<file path="src/rtl/sbox_array_pipe.sv">
// Multi-lane AES S-box / inverse S-box / raw GF(2^8) inverse using composite-field GF((2^4)^2) arithmetic.
// Latency 2 (+1 with CREATE_OUTPUT_REG) enabled cycles, 1 beat per enabled cycle; i_enable=0 freezes every stage.
module sbox_array_pipe #(
    parameter int NB_BYTE           = 8,
    parameter int N_LANES           = 16,
    parameter int NB_DATA           = N_LANES * NB_BYTE,
    parameter int CREATE_OUTPUT_REG = 0
) (
    input  logic               i_clock,
    input  logic               i_reset,
    input  logic               i_enable,
    input  logic               i_valid,
    input  logic [1:0]         i_mode,
    input  logic [NB_DATA-1:0] i_data,
    output logic               o_valid,
    output logic [1:0]         o_mode,
    output logic [NB_DATA-1:0] o_data
);

    function automatic logic [1:0] gf2_mul(input logic [1:0] a, input logic [1:0] b);
        return {(a[1] & b[1]) ^ (a[0] & b[1]) ^ (a[1] & b[0]), (a[1] & b[1]) ^ (a[0] & b[0])};
    endfunction

    // GF(2^4) built as GF(2^2)[x]/(x^2 + x + phi), phi = {10}
    function automatic logic [3:0] gf4_mul(input logic [3:0] a, input logic [3:0] b);
        logic [1:0] hh, hi, lo;
        hh = gf2_mul(a[3:2], b[3:2]);
        hi = hh ^ gf2_mul(a[3:2], b[1:0]) ^ gf2_mul(a[1:0], b[3:2]);
        lo = {hh[1] ^ hh[0], hh[1]} ^ gf2_mul(a[1:0], b[1:0]);
        return {hi, lo};
    endfunction

    function automatic logic [3:0] gf4_sq(input logic [3:0] q);
        return {q[3], q[3] ^ q[2], q[2] ^ q[1], q[3] ^ q[1] ^ q[0]};
    endfunction

    function automatic logic [3:0] gf4_lambda(input logic [3:0] q);
        return {q[2] ^ q[0], q[3] ^ q[2] ^ q[1] ^ q[0], q[3], q[2]};
    endfunction

    function automatic logic [3:0] gf4_inv(input logic [3:0] q);
        logic [3:0] r;
        r[3] = q[3] ^ (q[3] & q[2] & q[1]) ^ (q[3] & q[0]) ^ q[2];
        r[2] = (q[3] & q[2] & q[1]) ^ (q[3] & q[2] & q[0]) ^ (q[3] & q[0]) ^ q[2] ^ (q[2] & q[1]);
        r[1] = q[3] ^ (q[3] & q[2] & q[1]) ^ (q[3] & q[1] & q[0]) ^ q[2] ^ (q[2] & q[0]) ^ q[1];
        r[0] = (q[3] & q[2] & q[1]) ^ (q[3] & q[2] & q[0]) ^ (q[3] & q[1]) ^ (q[3] & q[1] & q[0])
             ^ (q[3] & q[0]) ^ q[2] ^ (q[2] & q[1]) ^ (q[2] & q[1] & q[0]) ^ q[1] ^ q[0];
        return r;
    endfunction

    function automatic logic [7:0] iso_map(input logic [7:0] q);
        logic [7:0] r;
        r[7] = q[7] ^ q[5];
        r[6] = q[7] ^ q[6] ^ q[4] ^ q[3] ^ q[2] ^ q[1];
        r[5] = q[7] ^ q[5] ^ q[3] ^ q[2];
        r[4] = q[7] ^ q[5] ^ q[3] ^ q[2] ^ q[1];
        r[3] = q[7] ^ q[6] ^ q[2] ^ q[1];
        r[2] = q[7] ^ q[4] ^ q[3] ^ q[2] ^ q[1];
        r[1] = q[6] ^ q[4] ^ q[1];
        r[0] = q[6] ^ q[1] ^ q[0];
        return r;
    endfunction

    function automatic logic [7:0] inv_iso_map(input logic [7:0] q);
        logic [7:0] r;
        r[7] = q[7] ^ q[6] ^ q[5] ^ q[1];
        r[6] = q[6] ^ q[2];
        r[5] = q[6] ^ q[5] ^ q[1];
        r[4] = q[6] ^ q[5] ^ q[4] ^ q[2] ^ q[1];
        r[3] = q[5] ^ q[4] ^ q[3] ^ q[2] ^ q[1];
        r[2] = q[7] ^ q[4] ^ q[3] ^ q[2] ^ q[1];
        r[1] = q[5] ^ q[4];
        r[0] = q[6] ^ q[5] ^ q[4] ^ q[2] ^ q[0];
        return r;
    endfunction

    function automatic logic [7:0] rotl(input logic [7:0] b, input int n);
        return (b << n) | (b >> (8 - n));
    endfunction

    function automatic logic [7:0] aff(input logic [7:0] b);
        return b ^ rotl(b, 1) ^ rotl(b, 2) ^ rotl(b, 3) ^ rotl(b, 4) ^ 8'h63;
    endfunction

    function automatic logic [7:0] inv_aff(input logic [7:0] b);
        return rotl(b, 1) ^ rotl(b, 3) ^ rotl(b, 6) ^ 8'h05;
    endfunction

    // Per lane: {h, h^l, h^2*lambda, (h^l)*l}; the inverse is h*d^-1 : (h^l)*d^-1 with d = h^2*lambda ^ (h^l)*l
    function automatic logic [15:0] stage0(input logic [1:0] mode, input logic [7:0] x);
        logic [7:0] m;
        logic [3:0] h, hl;
        m  = iso_map((mode == 2'b01) ? inv_aff(x) : x);
        h  = m[7:4];
        hl = m[7:4] ^ m[3:0];
        return {h, hl, gf4_lambda(gf4_sq(h)), gf4_mul(hl, m[3:0])};
    endfunction

    function automatic logic [7:0] stage1(input logic [15:0] v);
        logic [3:0] d_inv;
        d_inv = gf4_inv(v[7:4] ^ v[3:0]);
        return {gf4_mul(v[15:12], d_inv), gf4_mul(v[11:8], d_inv)};
    endfunction

    function automatic logic [7:0] stage2(input logic [1:0] mode, input logic [7:0] v);
        logic [7:0] y;
        y = inv_iso_map(v);
        return (mode == 2'b00) ? aff(y) : y;
    endfunction

    logic [N_LANES-1:0][15:0] s0_dat, r1_dat;
    logic [N_LANES-1:0][7:0]  s1_dat, r2_dat;
    logic [NB_DATA-1:0]       s2_dat;
    logic                     r1_vld, r2_vld;
    logic [1:0]               r1_mode, r2_mode;

    always_comb begin
        s0_dat = '0;
        s1_dat = '0;
        s2_dat = '0;
        for (int k = 0; k < N_LANES; k++) begin
            s0_dat[k]          = stage0(i_mode, i_data[8*k +: 8]);
            s1_dat[k]          = stage1(r1_dat[k]);
            s2_dat[8*k +: 8]   = stage2(r2_mode, r2_dat[k]);
        end
    end

    always_ff @(posedge i_clock) begin
        if (i_reset) begin
            r1_vld  <= 1'b0;
            r1_mode <= 2'b00;
            r1_dat  <= '0;
            r2_vld  <= 1'b0;
            r2_mode <= 2'b00;
            r2_dat  <= '0;
        end else if (i_enable) begin
            r1_vld  <= i_valid;
            r1_mode <= i_mode;
            r1_dat  <= s0_dat;
            r2_vld  <= r1_vld;
            r2_mode <= r1_mode;
            r2_dat  <= s1_dat;
        end
    end

    generate
        if (CREATE_OUTPUT_REG != 0) begin : g_out_reg
            logic               r3_vld;
            logic [1:0]         r3_mode;
            logic [NB_DATA-1:0] r3_dat;

            always_ff @(posedge i_clock) begin
                if (i_reset) begin
                    r3_vld  <= 1'b0;
                    r3_mode <= 2'b00;
                    r3_dat  <= '0;
                end else if (i_enable) begin
                    r3_vld  <= r2_vld;
                    r3_mode <= r2_mode;
                    r3_dat  <= r2_vld ? s2_dat : '0;
                end
            end

            assign o_valid = r3_vld;
            assign o_mode  = r3_mode;
            assign o_data  = r3_dat;
        end else begin : g_no_out_reg
            assign o_valid = r2_vld;
            assign o_mode  = r2_mode;
            assign o_data  = r2_vld ? s2_dat : '0;
        end
    endgenerate

endmodule

</file>
<file path="config.mk">
export PLATFORM = sky130hd
export DESIGN_NAME = sbox_array_pipe
export DESIGN_NICKNAME = d
export VERILOG_FILES = /design/src/rtl/sbox_array_pipe.sv
export SDC_FILE = /design/constraint.sdc
export NUM_CORES = 2
export LEC_CHECK = 0
export ABC_AREA = 0
export BUFFER_PORTS_ARGS = -buffer_cell sky130_fd_sc_hd__buf_2
export CAP_MARGIN = 20
export CORE_UTILIZATION = 50
export CTS_CLUSTER_SIZE = 28
export DETAILED_ROUTE_END_ITERATION = 16
export PLACE_DENSITY = 0.68
export SKIP_LAST_GASP = 1
export SLEW_MARGIN = 20
export SYNTH_ARGS = -nofsm -noshare
export SYNTH_HDL_FRONTEND = slang
export SYNTH_SLANG_ARGS = --single-unit
</file>
<file path="constraint.sdc">
create_clock -name i_clock -period 4.24 [get_ports i_clock]
set_clock_uncertainty 0.15 [all_clocks]
set_input_delay 0.212 -clock i_clock [delete_from_list [all_inputs] [get_ports i_clock]]
set_output_delay 0.212 -clock i_clock [all_outputs]
set_load 0.03 [all_outputs]
</file>
# --- Word level (Yosys, flattened, before mapping) ---
# Cells that the tools add are included.
totals:
  inputBits: 134
  latch_bits: 0
  romBits: 0
  regBits: 390
  output_inout_bits: 131
  memories: 0
  word_cells: 3047
  ramBits: 0
op_classes:
  magnitude_cmp: 0
  eq_ne: 1
  n_reduce_logical: 1
  muxes: 33
  add_sub_neg: 0
  mul: 0
  n_bitwise: 2976
  n_shift: 0
  n_div: 0
ops:
  columns: ["operator", "n"]
  rows:
  - ["bitwise XOR 1 bit", 1648]
  - ["bitwise AND 1 bit", 912]
  - ["bitwise XOR 8 bit", 96]
  - ["bitwise XOR 2 bit", 144]
  - ["two-way mux 8 bit", 32]
  - ["bitwise OR 8 x 1 -> 8 bit", 32]
  - ["bitwise OR 8 x 3 -> 8 bit", 32]
  - ["two-way mux 128 bit", 1]
  - ["bitwise OR 8 x 2 -> 8 bit", 16]
  - ["bitwise OR 8 x 4 -> 8 bit", 16]
  - ["bitwise OR 8 x 6 -> 8 bit", 16]
  - ["bitwise XOR 4 bit", 32]
  - ["NOT 4 bit", 16]
  - ["NOT 2 bit", 16]
  - ["== test 2 x 1 -> 1 bit, second input constant", 1]
  - ["logical NOT 2 bit", 1]

# --- Logic depth before layout (Yosys ltp) ---
depth:
  word_depth: 16
  mapped_depth: 19
  depth_no_buf: 14

# --- Least setup slack after synthesis ---
# No wires, ideal clock.
synth_timing:
  path_type: "input to register"
  startpoint: "in i_mode[0]"
  endpoint: "reg r1_dat[99] (netlist bit)"
  path_buffers: 8
  arrival_ns: 3.632
  cell_stages: 18
  setup_time_ns: 0.122
  slack_ns: 0.336
  cell_sequence: "nor2b_2 -> buf_6 -> buf_12 -> buf_6 -> buf_6 -> buf_4 -> buf_4 -> buf_2 -> mux2i_1 -> xnor2_1 -> ha_1 -> clkbuf_1 -> xnor2_1 -> and3_1 -> o31ai_1 -> xor2_1 -> and3_1 -> a311o_1"
synth_via:
  elab_chain_cells: 13
  word_cells_on_any_way: 39
synth_lines:
  columns: ["element", "line", "rtl"]
  rows:
  - ["start, declared", "13", "input logic [1:0] i_mode,"]
  - ["== test 2 x 1 -> 1 bit (*)", "93", "m = iso_map((mode == 2'b01) ? inv_aff(x) : x);"]
  - ["two-way mux 8 bit (*)", "93", null]
  - ["bitwise XOR 1 bit", "54, 57", null]
  - ["bitwise XOR 1 bit (4 in series)", "54", "r[6] = q[7] ^ q[6] ^ q[4] ^ q[3] ^ q[2] ^ q[1];"]
  - ["bitwise XOR 4 bit", "95", "hl = m[7:4] ^ m[3:0];"]
  - ["bitwise AND 1 bit", "21", "return {(a[1] & b[1]) ^ (a[0] & b[1]) ^ (a[1] & b[0]), (a[1] & b[1]) ^ (a[0] & b[0])};"]
  - ["bitwise XOR 1 bit (2 in series)", "21", null]
  - ["bitwise XOR 2 bit", "28", "hi = hh ^ gf2_mul(a[3:2], b[1:0]) ^ gf2_mul(a[1:0], b[3:2]);"]
  - ["bitwise XOR 2 bit (*)", "28", null]
  - ["end signal, assigned", "139", "r1_dat <= s0_dat;"]
  - ["end, declared", "111", "logic [N_LANES-1:0][15:0] s0_dat, r1_dat;"]
# Mark *: on every way between the ends. The rest lies on a longest branch, timed or not.
# A chain may end at the register's enable or synchronous reset.

# --- Final worst setup path ---
layout_timing:
  startpoint: "in i_mode[1]"
  endpoint: "reg r1_dat[161] (netlist bit)"
layout_via:
  elab_chain_cells: 13
  word_cells_on_any_way: 36
layout_lines:
  columns: ["element", "line", "rtl"]
  rows:
  - ["== test 2 x 1 -> 1 bit (*)", "93", null]
  - ["two-way mux 8 bit (*)", "93", null]
  - ["bitwise XOR 1 bit", "54, 57", null]
  - ["bitwise XOR 1 bit (4 in series)", "54", null]
  - ["bitwise XOR 4 bit", "95", null]
  - ["bitwise AND 1 bit", "21", null]
  - ["bitwise XOR 1 bit (2 in series)", "21", null]
  - ["bitwise XOR 1 bit", "29", "lo = {hh[1] ^ hh[0], hh[1]} ^ gf2_mul(a[1:0], b[1:0]);"]
  - ["bitwise XOR 2 bit (*)", "29", null]
# Marks and branches as above.

==> flow_results.org <==
** Critical path
- The worst setup path is captured at a register.
- Required @ worst endpoint :: 4.59 ns
- Kind of start point of the critical path :: input pin
- Largest fanout on the critical path :: 21
- Arrival time reported for the critical path endpoint :: 4.42 ns
- Worst r2r dst :: r2_dat[25]
- Class of the most critical setup path :: in2reg
- Reg2reg setup slack :: 1.02 ns
- The worst register-to-register path begins at r1_dat[49].
- The number of cells on the worst reg-to-reg path is 9.

** Route
- Met1 wire length :: 50,840 um
- Routed via count :: 37,620
- After detailed routing, the met2 layer carries 50,740 um of wire.
- In the detailed route, the total length drawn on met3 is 6588 um.
- After detailed routing, the number of vias per cell comes to 5.672.
- WL final :: 111,200 um
- Post-detailed-route count of antenna-violating nets :: 0
- Dividing the detail-routed wire length by the instance count gives 16.77 um.
- Drt first-iter violations :: 2,439
- Router iterations before antenna repair :: 6
- In this run the top signal layer used is met5.
- After detailed routing, the number of remaining DRC violations is 0.

** Timing
- Worst slew margin relative to its limit :: 26.89%
- Final setup viols :: 0
- Total count of max-transition violations in the final report :: 0
- Setup repair after global routing missed its margin :: no
- Fmax :: 245.5 MHz
- Final hold violation count :: 0
- Counting I/O delays and the setup requirement, the final critical path takes 4.073 ns.
- Final Worst Setup Slack :: 0.1670 ns
- The final critical path takes up 96.06% of the cycle.
- Sum Neg Setup Slack :: 0 ns
- Actual transition at the worst max-transition pin :: 1.089 ns

** Floorplan
- Floorplan die area :: 84,800 um2
- IO Count :: 265
- For this configuration, the core starts out at a cell density of 50.77%.
- Measured along the y axis, the die boundary spans 291.2 um.
- The region available for standard cell placement spans 82,370 um2.
- Measured along the x axis, the die boundary spans 291.2 um.
- Row generation in the floorplan step produced 105 rows.

** Hold path
- The path with the worst hold slack has its endpoint at r1_dat[85].
- In this run the worst hold path is classified as in2reg.
- Cell depth of the worst min-delay path :: 4
- In this run the most critical hold path is launched from i_data[47].

** GRT
- The number of antenna violations at the first check in global routing is 16.
- Global routing used 25.17% of the available tracks across all layers.
- Leftover overflow at the end of global routing :: 0
- Global-route wire length before repair :: 179,600 um
- Pin count of the biggest net entering global routing :: 190
- Vias in the first global route :: 34,350

** Flow run
- Across the run, the number of max-cap violations was 0.

** Synthesis
- Cell count after synthesis :: 5,564
- In this run the biggest area consumer among cell types represents 19.37% of the synthesized area.
- For this run, the leading register cell type out of synthesis is dfxtp_1.
- Count of flip-flops with a built-in enable after synthesis :: 0
- In this run the mean area of a mapped cell was 7.516 um2.
- Synthesis Warnings :: 0
- After synthesis, the cell types taking the most area are xnor2_1 (19%), dfxtp_1 (18%), xor2_1 (8.6%).
- In this run, distinct cell masters in the synthesized netlist total 88.
- Post-synthesis instance area :: 41,820 um2
- Count of state elements after synthesis :: 374
- Seq/Total Area, Yosys :: 17.90%
- Counting flops with an async set or reset pin after synthesis yields a share of 0%.
- Summed over all instances, the cell type with the most area after synthesis is xnor2_1.
- The number of nets handed over by synthesis was 5,762.

** Cells and area
- Synthesis-to-layout area growth :: 8.021%
- Number of nets at the end of the flow :: 5,713
- Fraction of final layout cells with drive strength greater than 1 :: 8.932%
- The count of cells in the finished layout, fillers not included, comes to 6,633.

** Pwr
- Peak ir drop on the vdd network :: 0.4822 mV
- Leakage power :: 0.01810 uW
- Power spread over the standard cell area amounts to 803.5 nW/um2.

** Outcome
- The run finished with clean final reports.

** CTS
- Clock-pin slew was measured on the worst setup and hold paths at 0.05 ns.
- H-tree Lvls :: 2
- Root Buffer Master :: clkbuf_16
- Clock latency on the worst-skew pair, taken at its later pin, is 0.60 ns.
- CTS Buf Count :: 48
- TritonCTS built the clock tree.
- Counting along the longest clock path gives a buffer depth of 3.
- Post-CTS timing repair inserted 0 buffers for setup.
- Total number of clock tree sinks :: 374

** Placed design
- Prior to clock tree synthesis, the placed netlist has a worst setup slack of 0.002559 ns.
- Half-perimeter wire length after detailed placement :: 81,210 um
- Number of input and output port buffers inserted :: 264
- Count of placed standard cells including taps :: 6,527
- Final weighted congestion of routability-driven global placement :: 0.9200
[cells by family (layout without fill, tap and decap cells)]
group | count (synthesis) | in the layout | synth area share, %
muxes | 223 | 223 | 5.571
adders and majority gates | 65 | 65 | 1.939
and+or+nand+nor | 1516 | 1516 | 15.45
other | 0 | 10 | 0
DFF | 374 | 374 | 17.90
buffers and inverters | 551 | 540 | 5.260
xor gates and xnor gates | 1417 | 1417 | 32.22
AOI/OAI and AO/OA | 1418 | 1418 | 21.66
[critical path: stages]
cell and delay, ns:
dlygate4sd3_1 0.54, clkbuf_4 0.27, nor2b_4 0.29, buf_12 0.25
mux2i_1 0.28, xnor3_2 0.53, xnor2_4 0.18, xnor2_1 0.34
ha_1 0.35, nor2_1 0.15, xnor2_1 0.20, xor3_1 0.42
xnor2_1 0.14, a211oi_1 0.21
[through the flow]
step                      total power (uW)  util (%)  instance area (um2)  hold WS [ns]
after floorplan                      26960         -                41820        0.2092
final                                36300     54.84                45170       0.02234
after CTS                            36220     54.80                45140      0.001019
after global routing                 39500     54.83                45170       0.02011
after detailed placement             31840     52.76                43460        0.3218
after global placement               31470     52.76                43460        0.3182
[metal layers]
metal  up-vias  GRT usage (%)
met4        12          7.769
met5         -              0
li1      19020              -
met3       162          4.398
met2       918          40.89
met1     17520          33.75
[sequential cells by signal, indices dropped and copies added (netlist names)]
name,cells
r2_dat,128
r1_dat,240
o_mode,2
o_valid,1
r1_vld,1
r1_mode,2
[final cells by class]
class | instances | area (um2)
timing repair buffer | 356 | 2192
antenna | 10 | 25.02
tap | 1070 | 1339
inverter | 96 | 360.3
fill | 7892 | 37200
sequential | 374 | 7491
multi-input combinational | 4639 | 32160
clock buffer | 71 | 1430
clock inverter | 17 | 171.4
[placed cells by master (no fill, tap or decap), drive strengths merged, types with 29 or more instances in the layout]
| master | Yosys | routed |
|---|---|---|
| inv | 95 | 98 |
| o21a | 31 | 31 |
| a21oi | 266 | 266 |
| and2 | 70 | 70 |
| nor2 | 792 | 792 |
| xor2 | 411 | 411 |
| xnor3 | 33 | 33 |
| nand3 | 43 | 43 |
| xor3 | 29 | 29 |
| nand2 | 420 | 420 |
| clkbuf | 398 | 72 |
| ha | 64 | 64 |
| a211oi | 280 | 280 |
| a22oi | 187 | 187 |
| dfxtp | 374 | 374 |
| mux2i | 212 | 212 |
| buf | 57 | 347 |
| o22ai | 47 | 47 |
| nor2b | 39 | 39 |
| o21ai | 414 | 414 |
| xnor2 | 944 | 944 |
[power breakdown]
part	internal [uW]	switching [uW]
clock	2510	1670
sequential	4410	1560
combinational	11600	14500
total	18500	17800
[worst max-delay path by stage]
stage | start | slack (ns) | to | cells after the start
2_1_floorplan | i_mode[0] | 0.34 | r1_dat[99] | 18
3_3_place_gp | i_mode[1] | 0.10 | r1_dat[195] | 14
3_5_place_dp | i_mode[1] | 0.003 | r1_dat[195] | 14
4_1_cts | i_mode[1] | 0.09 | r1_dat[195] | 15
5_1_grt | i_mode[1] | 0.007 | r1_dat[99] | 15
6_report | i_mode[1] | 0.17 | r1_dat[161] | 14
[synth_stat cells (70+ instances only)]
library cell and number:
xnor2_1 925, a211oi_1 278, o21ai_0 411, nor2_1 789, mux2i_1 199, a22oi_1 187, inv_1 93, clkbuf_1 395
and2_1 70, dfxtp_1 374, a21oi_1 266, nand2_1 420, xor2_1 409
[what timing repair did]
| item | 4_1_cts | 5_1_grt |
|---|---|---|
| hold endpoints to repair | 85 | 0 |
| endpoints found under the setup margin | 0 | 14 |
| resized for setup | 0 | 2 |
| hold buffers | 8 | 0 |
(Power assumes the default switching activity.)
